$ cat config.mk
export PLATFORM = sky130hd
export DESIGN_NAME = wb_port_arbiter
export DESIGN_NICKNAME = d
export VERILOG_FILES = /design/src/rtl/wb_port_arbiter_pkg.sv /design/src/rtl/wb_lu_fifo.sv /design/src/rtl/wb_port_arbiter.sv
export SDC_FILE = /design/constraint.sdc
export NUM_CORES = 1
export LEC_CHECK = 0
export BUFFER_PORTS_ARGS = -buffer_cell sky130_fd_sc_hd__buf_2
export CELL_PAD_IN_SITES_DETAIL_PLACEMENT = 1
export CELL_PAD_IN_SITES_GLOBAL_PLACEMENT = 1
export CORE_MARGIN = 2
export CORE_UTILIZATION = 41
export CTS_CLUSTER_SIZE = 40
export DETAILED_ROUTE_END_ITERATION = 16
export PLACE_DENSITY = 0.86
export SETUP_SLACK_MARGIN = 0.4
export SYNTH_ARGS = -nofsm -noshare
export SYNTH_HDL_FRONTEND = slang
export SYNTH_SLANG_ARGS = --single-unit
$ cat constraint.sdc
create_clock -name clk -period 3.7 [get_ports clk]
set_input_delay 1.11 -clock clk [delete_from_list [all_inputs] [get_ports clk]]
set_output_delay 1.11 -clock clk [all_outputs]
set_load 0.01 [all_outputs]
$ cat src/rtl/wb_port_arbiter_pkg.sv
// ---------------------------------------------------------------------------
// wb_port_arbiter_pkg
//   Shared types and constants for the regfile write-port arbiter.
//   - DEFAULT_DATA_W / DEFAULT_ADDR_W : default datapath widths
//   - REG_ZERO                        : hard-wired zero register address
//   - arb_state_e                     : normal / forced-drain arbitration state
//   - gnt_src_e                       : which requester owns the port this cycle
//   Optional statistics are enabled by defining WB_ARB_STATS_EN (off by default).
// ---------------------------------------------------------------------------
package wb_port_arbiter_pkg;

    localparam int unsigned DEFAULT_DATA_W = 32;
    localparam int unsigned DEFAULT_ADDR_W = 5;
    localparam logic [4:0]  REG_ZERO       = 5'd0;

    typedef enum logic {
        ARB_NORMAL = 1'b0,
        ARB_FORCE  = 1'b1
    } arb_state_e;

    typedef enum logic [1:0] {
        GNT_NONE = 2'd0,
        GNT_PIPE = 2'd1,
        GNT_HEAD = 2'd2
    } gnt_src_e;

endpackage

$ cat src/rtl/wb_lu_fifo.sv
// ---------------------------------------------------------------------------
// wb_lu_fifo
//   Late-result buffer: DEPTH-entry circular FIFO of {addr, data}.
//   Ports:
//     clk, resetn          clock / asynchronous active-low reset
//     push_i, push_*_i     write one entry (caller guarantees !full_o)
//     pop_i                drop head entry (caller guarantees !empty_o)
//     head_addr_o/data_o   current head entry
//     full_o, empty_o      occupancy flags
//     ent_valid_o          per-slot valid mask (physical slot order)
//     ent_addr_o           per-slot address taps for hazard compare
//   DEPTH must be a power of two so the pointers wrap naturally.
// ---------------------------------------------------------------------------
module wb_lu_fifo #(
    parameter int unsigned DEPTH = 2,
    parameter int unsigned AW    = 5,
    parameter int unsigned DW    = 32
) (
    input  logic                      clk,
    input  logic                      resetn,
    input  logic                      push_i,
    input  logic [AW-1:0]             push_addr_i,
    input  logic [DW-1:0]             push_data_i,
    input  logic                      pop_i,
    output logic [AW-1:0]             head_addr_o,
    output logic [DW-1:0]             head_data_o,
    output logic                      full_o,
    output logic                      empty_o,
    output logic [DEPTH-1:0]          ent_valid_o,
    output logic [DEPTH-1:0][AW-1:0]  ent_addr_o
);

    localparam int unsigned PW = $clog2(DEPTH);
    localparam int unsigned CW = $clog2(DEPTH + 1);

    logic [AW-1:0] addr_mem_q [DEPTH];
    logic [DW-1:0] data_mem_q [DEPTH];
    logic [PW-1:0] rd_ptr_q, rd_ptr_d;
    logic [PW-1:0] wr_ptr_q, wr_ptr_d;
    logic [CW-1:0] count_q,  count_d;
    logic [PW-1:0] off;

    always_comb begin
        rd_ptr_d = rd_ptr_q;
        wr_ptr_d = wr_ptr_q;
        count_d  = count_q;
        if (push_i) wr_ptr_d = wr_ptr_q + PW'(1);
        if (pop_i)  rd_ptr_d = rd_ptr_q + PW'(1);
        if (push_i && !pop_i) count_d = count_q + CW'(1);
        if (pop_i && !push_i) count_d = count_q - CW'(1);
    end

    always_ff @(posedge clk or negedge resetn) begin
        if (!resetn) begin
            rd_ptr_q <= '0;
            wr_ptr_q <= '0;
            count_q  <= '0;
        end else begin
            rd_ptr_q <= rd_ptr_d;
            wr_ptr_q <= wr_ptr_d;
            count_q  <= count_d;
        end
    end

    // Storage is not reset; validity is tracked solely by count_q.
    always_ff @(posedge clk) begin
        if (push_i) begin
            addr_mem_q[wr_ptr_q] <= push_addr_i;
            data_mem_q[wr_ptr_q] <= push_data_i;
        end
    end

    assign head_addr_o = addr_mem_q[rd_ptr_q];
    assign head_data_o = data_mem_q[rd_ptr_q];
    assign full_o      = (count_q == CW'(DEPTH));
    assign empty_o     = (count_q == '0);

    // A slot is live when its distance from the read pointer is below count.
    always_comb begin
        off         = '0;
        ent_valid_o = '0;
        ent_addr_o  = '0;
        for (int unsigned i = 0; i < DEPTH; i++) begin
            off            = PW'(i) - rd_ptr_q;
            ent_valid_o[i] = (CW'(off) < count_q);
            ent_addr_o[i]  = addr_mem_q[i];
        end
    end

endmodule

$ cat src/rtl/wb_port_arbiter.sv
// ---------------------------------------------------------------------------
// wb_port_arbiter
//   Owns the regfile write port and shares it between the in-order pipeline
//   writeback and a late-result unit (MUL/DIV, missed loads). Late results
//   are buffered and drained into idle pipeline slots; a head entry denied
//   STARVE_MAX cycles forces a one-cycle pipeline stall to drain it.
//   Ports:
//     clk, resetn                     clock / asynchronous active-low reset
//     pipe_we/_waddr/_wdata           pipeline writeback request
//     pipe_stall                      holds WB/MEM; pipe_we ignored while high
//     lu_valid/_waddr/_wdata,lu_ready late-result valid/ready handshake
//     q_addr, q_hit                   RAW query against pending late results
//     rf_we/_waddr/_wdata             registered regfile write port
//     stat_force_cnt                  forced-stall counter (WB_ARB_STATS_EN)
//   Build option: define WB_ARB_STATS_EN to enable the saturating counter;
//   otherwise stat_force_cnt reads as zero.
// ---------------------------------------------------------------------------
module wb_port_arbiter
    import wb_port_arbiter_pkg::*;
#(
    parameter int unsigned DATA_W     = DEFAULT_DATA_W,
    parameter int unsigned ADDR_W     = DEFAULT_ADDR_W,
    parameter int unsigned FIFO_DEPTH = 2,
    parameter int unsigned STARVE_MAX = 4
) (
    input  logic              clk,
    input  logic              resetn,
    input  logic              pipe_we,
    input  logic [ADDR_W-1:0] pipe_waddr,
    input  logic [DATA_W-1:0] pipe_wdata,
    output logic              pipe_stall,
    input  logic              lu_valid,
    output logic              lu_ready,
    input  logic [ADDR_W-1:0] lu_waddr,
    input  logic [DATA_W-1:0] lu_wdata,
    input  logic [ADDR_W-1:0] q_addr,
    output logic              q_hit,
    output logic              rf_we,
    output logic [ADDR_W-1:0] rf_waddr,
    output logic [DATA_W-1:0] rf_wdata,
    output logic [15:0]       stat_force_cnt
);

    localparam int unsigned SW = $clog2(STARVE_MAX + 1);

    logic                             fifo_full, fifo_empty, push, pop;
    logic [ADDR_W-1:0]                head_addr;
    logic [DATA_W-1:0]                head_data;
    logic [FIFO_DEPTH-1:0]            ent_valid;
    logic [FIFO_DEPTH-1:0][ADDR_W-1:0] ent_addr;

    arb_state_e        state_q, state_d;
    logic [SW-1:0]     starve_q, starve_d;
    gnt_src_e          gnt_src;
    logic [ADDR_W-1:0] gnt_addr;
    logic [DATA_W-1:0] gnt_data;
    logic              rf_we_q, rf_we_d;
    logic [ADDR_W-1:0] rf_waddr_q, rf_waddr_d;
    logic [DATA_W-1:0] rf_wdata_q, rf_wdata_d;

    assign lu_ready = !fifo_full;
    assign push     = lu_valid && !fifo_full;

    wb_lu_fifo #(
        .DEPTH (FIFO_DEPTH),
        .AW    (ADDR_W),
        .DW    (DATA_W)
    ) u_fifo (
        .clk         (clk),
        .resetn      (resetn),
        .push_i      (push),
        .push_addr_i (lu_waddr),
        .push_data_i (lu_wdata),
        .pop_i       (pop),
        .head_addr_o (head_addr),
        .head_data_o (head_data),
        .full_o      (fifo_full),
        .empty_o     (fifo_empty),
        .ent_valid_o (ent_valid),
        .ent_addr_o  (ent_addr)
    );

    always_comb begin
        pipe_stall = 1'b0;
        pop        = 1'b0;
        gnt_src    = GNT_NONE;
        starve_d   = starve_q;
        state_d    = ARB_NORMAL;

        if (state_q == ARB_FORCE) begin
            pipe_stall = 1'b1;
            pop        = 1'b1;
            gnt_src    = GNT_HEAD;
        end else if (pipe_we) begin
            gnt_src    = GNT_PIPE;
        end else if (!fifo_empty) begin
            pop        = 1'b1;
            gnt_src    = GNT_HEAD;
        end

        // Count denied cycles of a waiting head; the force state is entered
        // on the cycle the count reaches STARVE_MAX and lasts one pop.
        if (pop || fifo_empty) starve_d = '0;
        else                   starve_d = starve_q + SW'(1);
        if (starve_d == SW'(STARVE_MAX)) state_d = ARB_FORCE;
    end

    always_comb begin
        gnt_addr = '0;
        gnt_data = '0;
        case (gnt_src)
            GNT_PIPE: begin gnt_addr = pipe_waddr; gnt_data = pipe_wdata; end
            GNT_HEAD: begin gnt_addr = head_addr;  gnt_data = head_data;  end
            default:  ;
        endcase
        rf_we_d    = (gnt_src != GNT_NONE) && (gnt_addr != ADDR_W'(REG_ZERO));
        rf_waddr_d = gnt_addr;
        rf_wdata_d = gnt_data;
    end

    always_ff @(posedge clk or negedge resetn) begin
        if (!resetn) begin
            state_q    <= ARB_NORMAL;
            starve_q   <= '0;
            rf_we_q    <= 1'b0;
            rf_waddr_q <= '0;
            rf_wdata_q <= '0;
        end else begin
            state_q    <= state_d;
            starve_q   <= starve_d;
            rf_we_q    <= rf_we_d;
            rf_waddr_q <= rf_waddr_d;
            rf_wdata_q <= rf_wdata_d;
        end
    end

    assign rf_we    = rf_we_q;
    assign rf_waddr = rf_waddr_q;
    assign rf_wdata = rf_wdata_q;

    always_comb begin
        q_hit = 1'b0;
        for (int unsigned i = 0; i < FIFO_DEPTH; i++) begin
            if (ent_valid[i] && (ent_addr[i] == q_addr) && (q_addr != ADDR_W'(REG_ZERO)))
                q_hit = 1'b1;
        end
    end

`ifdef WB_ARB_STATS_EN
    logic [15:0] stat_q;
    always_ff @(posedge clk or negedge resetn) begin
        if (!resetn)
            stat_q <= '0;
        else if (state_q == ARB_FORCE && stat_q != '1)
            stat_q <= stat_q + 16'd1;
    end
    assign stat_force_cnt = stat_q;
`else
    assign stat_force_cnt = '0;
`endif

endmodule

# After elaboration in Yosys (flattened, before gate mapping)
# Memory sizes are Yosys's and may differ from the RTL's.
# Index checks and enable logic that the tools add are counted.
# word_totals
reg_bits	46
ram_bits	74
in_bits	83
output_inout_bits	57
elab_cells	59
n_memories	2
# memory_table
memory	depth	width	read_ports	rd_clocked_by_memory_dff	wr	line	text
u_fifo.data_mem_q	2	32	1	0	1	wb_lu_fifo.sv:37	logic [DW-1:0] data_mem_q [DEPTH];
u_fifo.addr_mem_q	2	5	3	0	1	wb_lu_fifo.sv:36	logic [AW-1:0] addr_mem_q [DEPTH];
# op_classes
addsub	7
n_lt_le_gt_ge	2
eq_ne	6
n_mux	17
reduce_logical	17
# ops
op	count
$pmux 32 s2	1
$eq 5x5->1	2
$mux 2	5
$pmux 5 s2	1
$reduce_bool 5->1	2
$mux 1	9
$logic_and 1x1->1	8
$eq 2x2->1 const B	2
$lt 1x2->1	2
$reduce_bool 2->1	2
$add 3x1->3 const B	1
$eq 3x3->1 const B	1
$logic_not 1->1	3
$mux 3	1
$add 1x1->1 const B	2
$add 2x1->2 const B	1
$eq 2x1->1 const B	1
$logic_not 2->1	1
$sub 1x1->1 const A	2
$sub 2x1->2 const B	1
$logic_or 1x1->1	1

# Logic depth before layout (Yosys ltp)
# depth
ltp_word	8
ltp_mapped	10
ltp_nobuf	7

# Modules after synthesis
# From an unflattened synthesis, not the netlist that was laid out.
# unflattened
hier_cells	270
area_unflattened_um2	4668.2
# modules_own_cells
mod	n_inst	cells_per_inst	area_each_um2	seq_area_each_um2
wb_lu_fifo	1	134	2876.5	2322.2
wb_port_arbiter	1	136	1791.7	1051.0

# Worst setup path before layout
# Ideal clock, no wire load.
# synth_timing
kind	in2reg
from	in lu_valid
to	mem u_fifo.addr_mem_q[0][0], enable pin
setup_time_ns	0.431
arrival_ns	2.768
required_time_ns	3.269
setup_slack_ns	0.501
cell_stages	2
n_path_buf	0
path_cell_list	nand2_1 -> nor2_1
# synth_between
elab_chain_len	3
# synth_lines
item	line	text
start: declaration	wb_port_arbiter.sv:32	input logic lu_valid,
$logic_and 1x1->1	wb_port_arbiter.sv:62	assign push = lu_valid && !fifo_full;
$mux 1	wb_lu_fifo.sv:67	if (push_i) begin
$mux 1 (not written as such)	wb_lu_fifo.sv:68	addr_mem_q[wr_ptr_q] <= push_addr_i;
end: declaration	wb_lu_fifo.sv:36	
# No other way between the ends.

# Final worst setup path
# layout_timing
from	in q_addr[0]
to	out q_hit
# layout_between
elab_chain_len	5
word_cells_on_any_way	9
classes_between	2 x eq/ne; 2 x mux; 5 x reduce/logical
# layout_lines
item	line	text
start: declaration	wb_port_arbiter.sv:36	input logic [ADDR_W-1:0] q_addr,
$eq 5x5->1	wb_port_arbiter.sv:144	if (ent_valid[i] && (ent_addr[i] == q_addr) && (q_addr != ADDR_W'(REG_ZERO)))
$logic_and 1x1->1 (2 in a row)	wb_port_arbiter.sv:144	
$mux 1	wb_port_arbiter.sv:144	
$mux 1 *	wb_port_arbiter.sv:144	
end: declaration	wb_port_arbiter.sv:37	output logic q_hit,
# Mark *: on every way between the ends. The rest lies on a longest branch, timed or not.

==> reports/metrics.cfg <==
[critical_path]
crit_arrival_ns = 2.30
crit_required_ns = 2.59
endpoint_kind = output port
worstPathMaxFanout = 3
critPathKind = in -> out
cp-start-kind = primary input

[placed_design]
dp_cells = 560
place.detailed.hpwl_um = 6940
gp_congestion = 0.752
pre_cts_ws_ns = 0.244
port_buffers = 123

[clocking]
clkSinkCount = 120
post_cts_buffers = 0
cts_buffers = 17
htree_levels = 4
clock_path_buffers = 2
clock_latency_ns = 0.50
cts.clk_slew.worst_paths_ns = 0.05
cts_tree = yes
cts-root-buf = clkbuf_8

[floorplanning]
core_um2 = 10900
die_x_um = 110
ios = 140
die_area_um2 = 12100
die_h_um = 110
rows = 38
start_util_pct = 42.3

[synth]
ys_top_cells_by_area = edfxtp_1 (48%), dfrtp_1 (25%), mux2i_1 (8.0%)
synth_edf_count = 74
syn_avg_cell_area_um2 = 14.9
synth_area_um2 = 4600
ys_ff_latch = 120
ys_seq_area_share_pct = 73.3
syn_inst = 308
synth_top_area_share_pct = 48.3
yosysMostFrequentCell = edfxtp_1
ys_types = 29
synth_flop_cell = edfxtp_1
synth_warnings = 0
async_flop_share_pct = 38.3
yosysTopAreaCell = edfxtp_1
synth_commonest_cells = edfxtp_1 (74), dfrtp_1 (46), nand2_1 (38), o21ai_0 (38), mux2i_1 (37)

[run]
maxCapViolations = 0

[routing]
drc = 0
vias = 2863
drt-total-wl_um = 10300
routedWlPerCell_um = 17.5
drtIter0Drc = 127
dr.pass1.iters = 4
ant_nets = 0
viasPerCell = 4.84

[layout]
insertedDiodeCount = 0
drive_above_1_share_pct = 35.6
nets = 524
area_growth_pct = 27.7
fin_cells = 592

[grt]
grtUsageTotal_pct = 18.2
grt_overflow_total = 0
grt_pass1_wl_um = 15800
antenna_found_initial = 0
grt_max_degree = 47
grt_pass1_vias = 3082

[pwr]
swShare_pct = 28.0
pwr-share-comb_pct = 21.7
internal_power_w = 0.00322
p_leak_nw = 2.59
clkPwrFrac_pct = 35.1
power.density_nw_per_um2 = 760
seq_power_share_pct = 43.2
peakVddDrop_mv = 0.389
p_switching_w = 0.00125

[sta]
maxSlewViolCount = 0
rsz0062_at_grt = yes
tightest_slew_ns = 1.13
slew_headroom_pct = 24.7
setup_tns_ns = 0
setup_ws_ns = 0.291
finalCriticalPeriod_ns = 3.41
setup_viol = 0
max_freq_mhz = 293
fin_crit_sh_pct = 92.1
skew_ns = 0.0120
hold_viol = 0

[status]
status = complete, no violations

[hold_path]
worstHoldPathType = reg -> reg

## power groups by stage
stage          Combinational, W  Sequential, W  Clock (W)
3_5_place_dp           0.000986        0.00196          0
3_3_place_gp           0.000947        0.00193          0
5_1_grt                 0.00108        0.00196    0.00167
6_report               0.000970        0.00193    0.00157
2_1_floorplan          0.000598        0.00198          0
4_1_cts                0.000997        0.00194    0.00160
## through the flow
stage | instance area, um^2 | hold WS (ns) | power (W) | utilization, %
after global routing | 5880 | 0.488 | 0.00471 | 54.0
after floorplan | 4660 | 0.424 | 0.00258 | -
after global placement | 5300 | 0.435 | 0.00288 | 48.7
after CTS | 5880 | 0.466 | 0.00454 | 54.0
final | 5880 | 0.462 | 0.00447 | 54.0
after detailed placement | 5300 | 0.458 | 0.00295 | 48.7
## worst paths after layout
path | from | endpoint | slack (ns) | cells after the start
hold / removal | starve_q[0] | starve_q[0] | 0.46 | 1
setup / recovery | q_addr[0] | q_hit | 0.29 | 6
min in group asynchronous | resetn | rf_wdata[20] | 0.84 | 1
hold reg to reg | starve_q[0] | starve_q[0] | 0.46 | 1
setup reg to reg | u_fifo.rd_ptr_q | rf_we | 1.66 | 4
max in group asynchronous | resetn | u_fifo.rd_ptr_q | 2.10 | 1
## placed cells by master, fill, tap and decap left out, types with 2 or more instances in the layout
master	count
conb_1	16
edfxtp_1	74
ha_1	2
dfrtp_1	45
nor2_1	4
clkbuf_16	16
o21ai_0	38
clkbuf_8	2
bufinv_16	3
nor2_4	2
nand2_1	38
xnor2_1	8
clkinv_2	3
inv_1	2
mux2i_1	37
clkbuf_1	4
nand2b_1	2
buf_4	4
or4_1	2
clkinv_1	2
buf_2	123
xor2_1	8
clkinvlp_4	2
## sequential cells by signal, summed over array words and instances, names as in the netlist
name / count
rf_waddr: 5
state_q: 1
u_fifo.rd_ptr_q: 1
starve_q: 3
u_fifo.addr_mem_q: 10
u_fifo.wr_ptr_q: 1
rf_wdata: 32
rf_we: 1
u_fifo.count_q: 2
u_fifo.data_mem_q: 64
## logic make-up after synthesis
family	count (synthesis)	share of synthesized area (%)
AOI/OAI and AO/OA	45	5.33
other	1	0.0814
xor gates and xnor gates	16	3.04
DFF	120	73.3
adders and majority gates	2	0.543
buffers and inverters	32	4.43
and+or+nand+nor	55	5.27
muxes	37	8.04
## final cells by class
type                       instances  area (um^2)
multi-input combinational        171         1110
tap                              140          175
clock inverter                    10          128
fill                            1104         5010
sequential                       120         3370
timing repair buffer             127          646
clock buffer                      22          443
inverter                           2         7.51
## routing by layer
metal | global-route usage, % | up-vias | share of wire, %
li1 | - | 1331 | -
met1 | 20.0 | 1427 | 38
met5 | 0 | - | 0
met4 | 6.06 | 0 | 0.88
met3 | 6.41 | 8 | 5.7
met2 | 32.8 | 97 | 55
## timing repair
action	CTS	global route
hold buffers	0	0
pin swaps	1	1
endpoints found under the setup margin	1	1
gates resized for setup	1	1
## critical path, stage by stage
cell	delay (ns)
buf_2	0.13
xor2_1	0.15
or4_4	0.51
nor3_2	0.11
o22a_1	0.15
buf_2	0.13
Note: power is estimated with default switching activity, not from simulation.
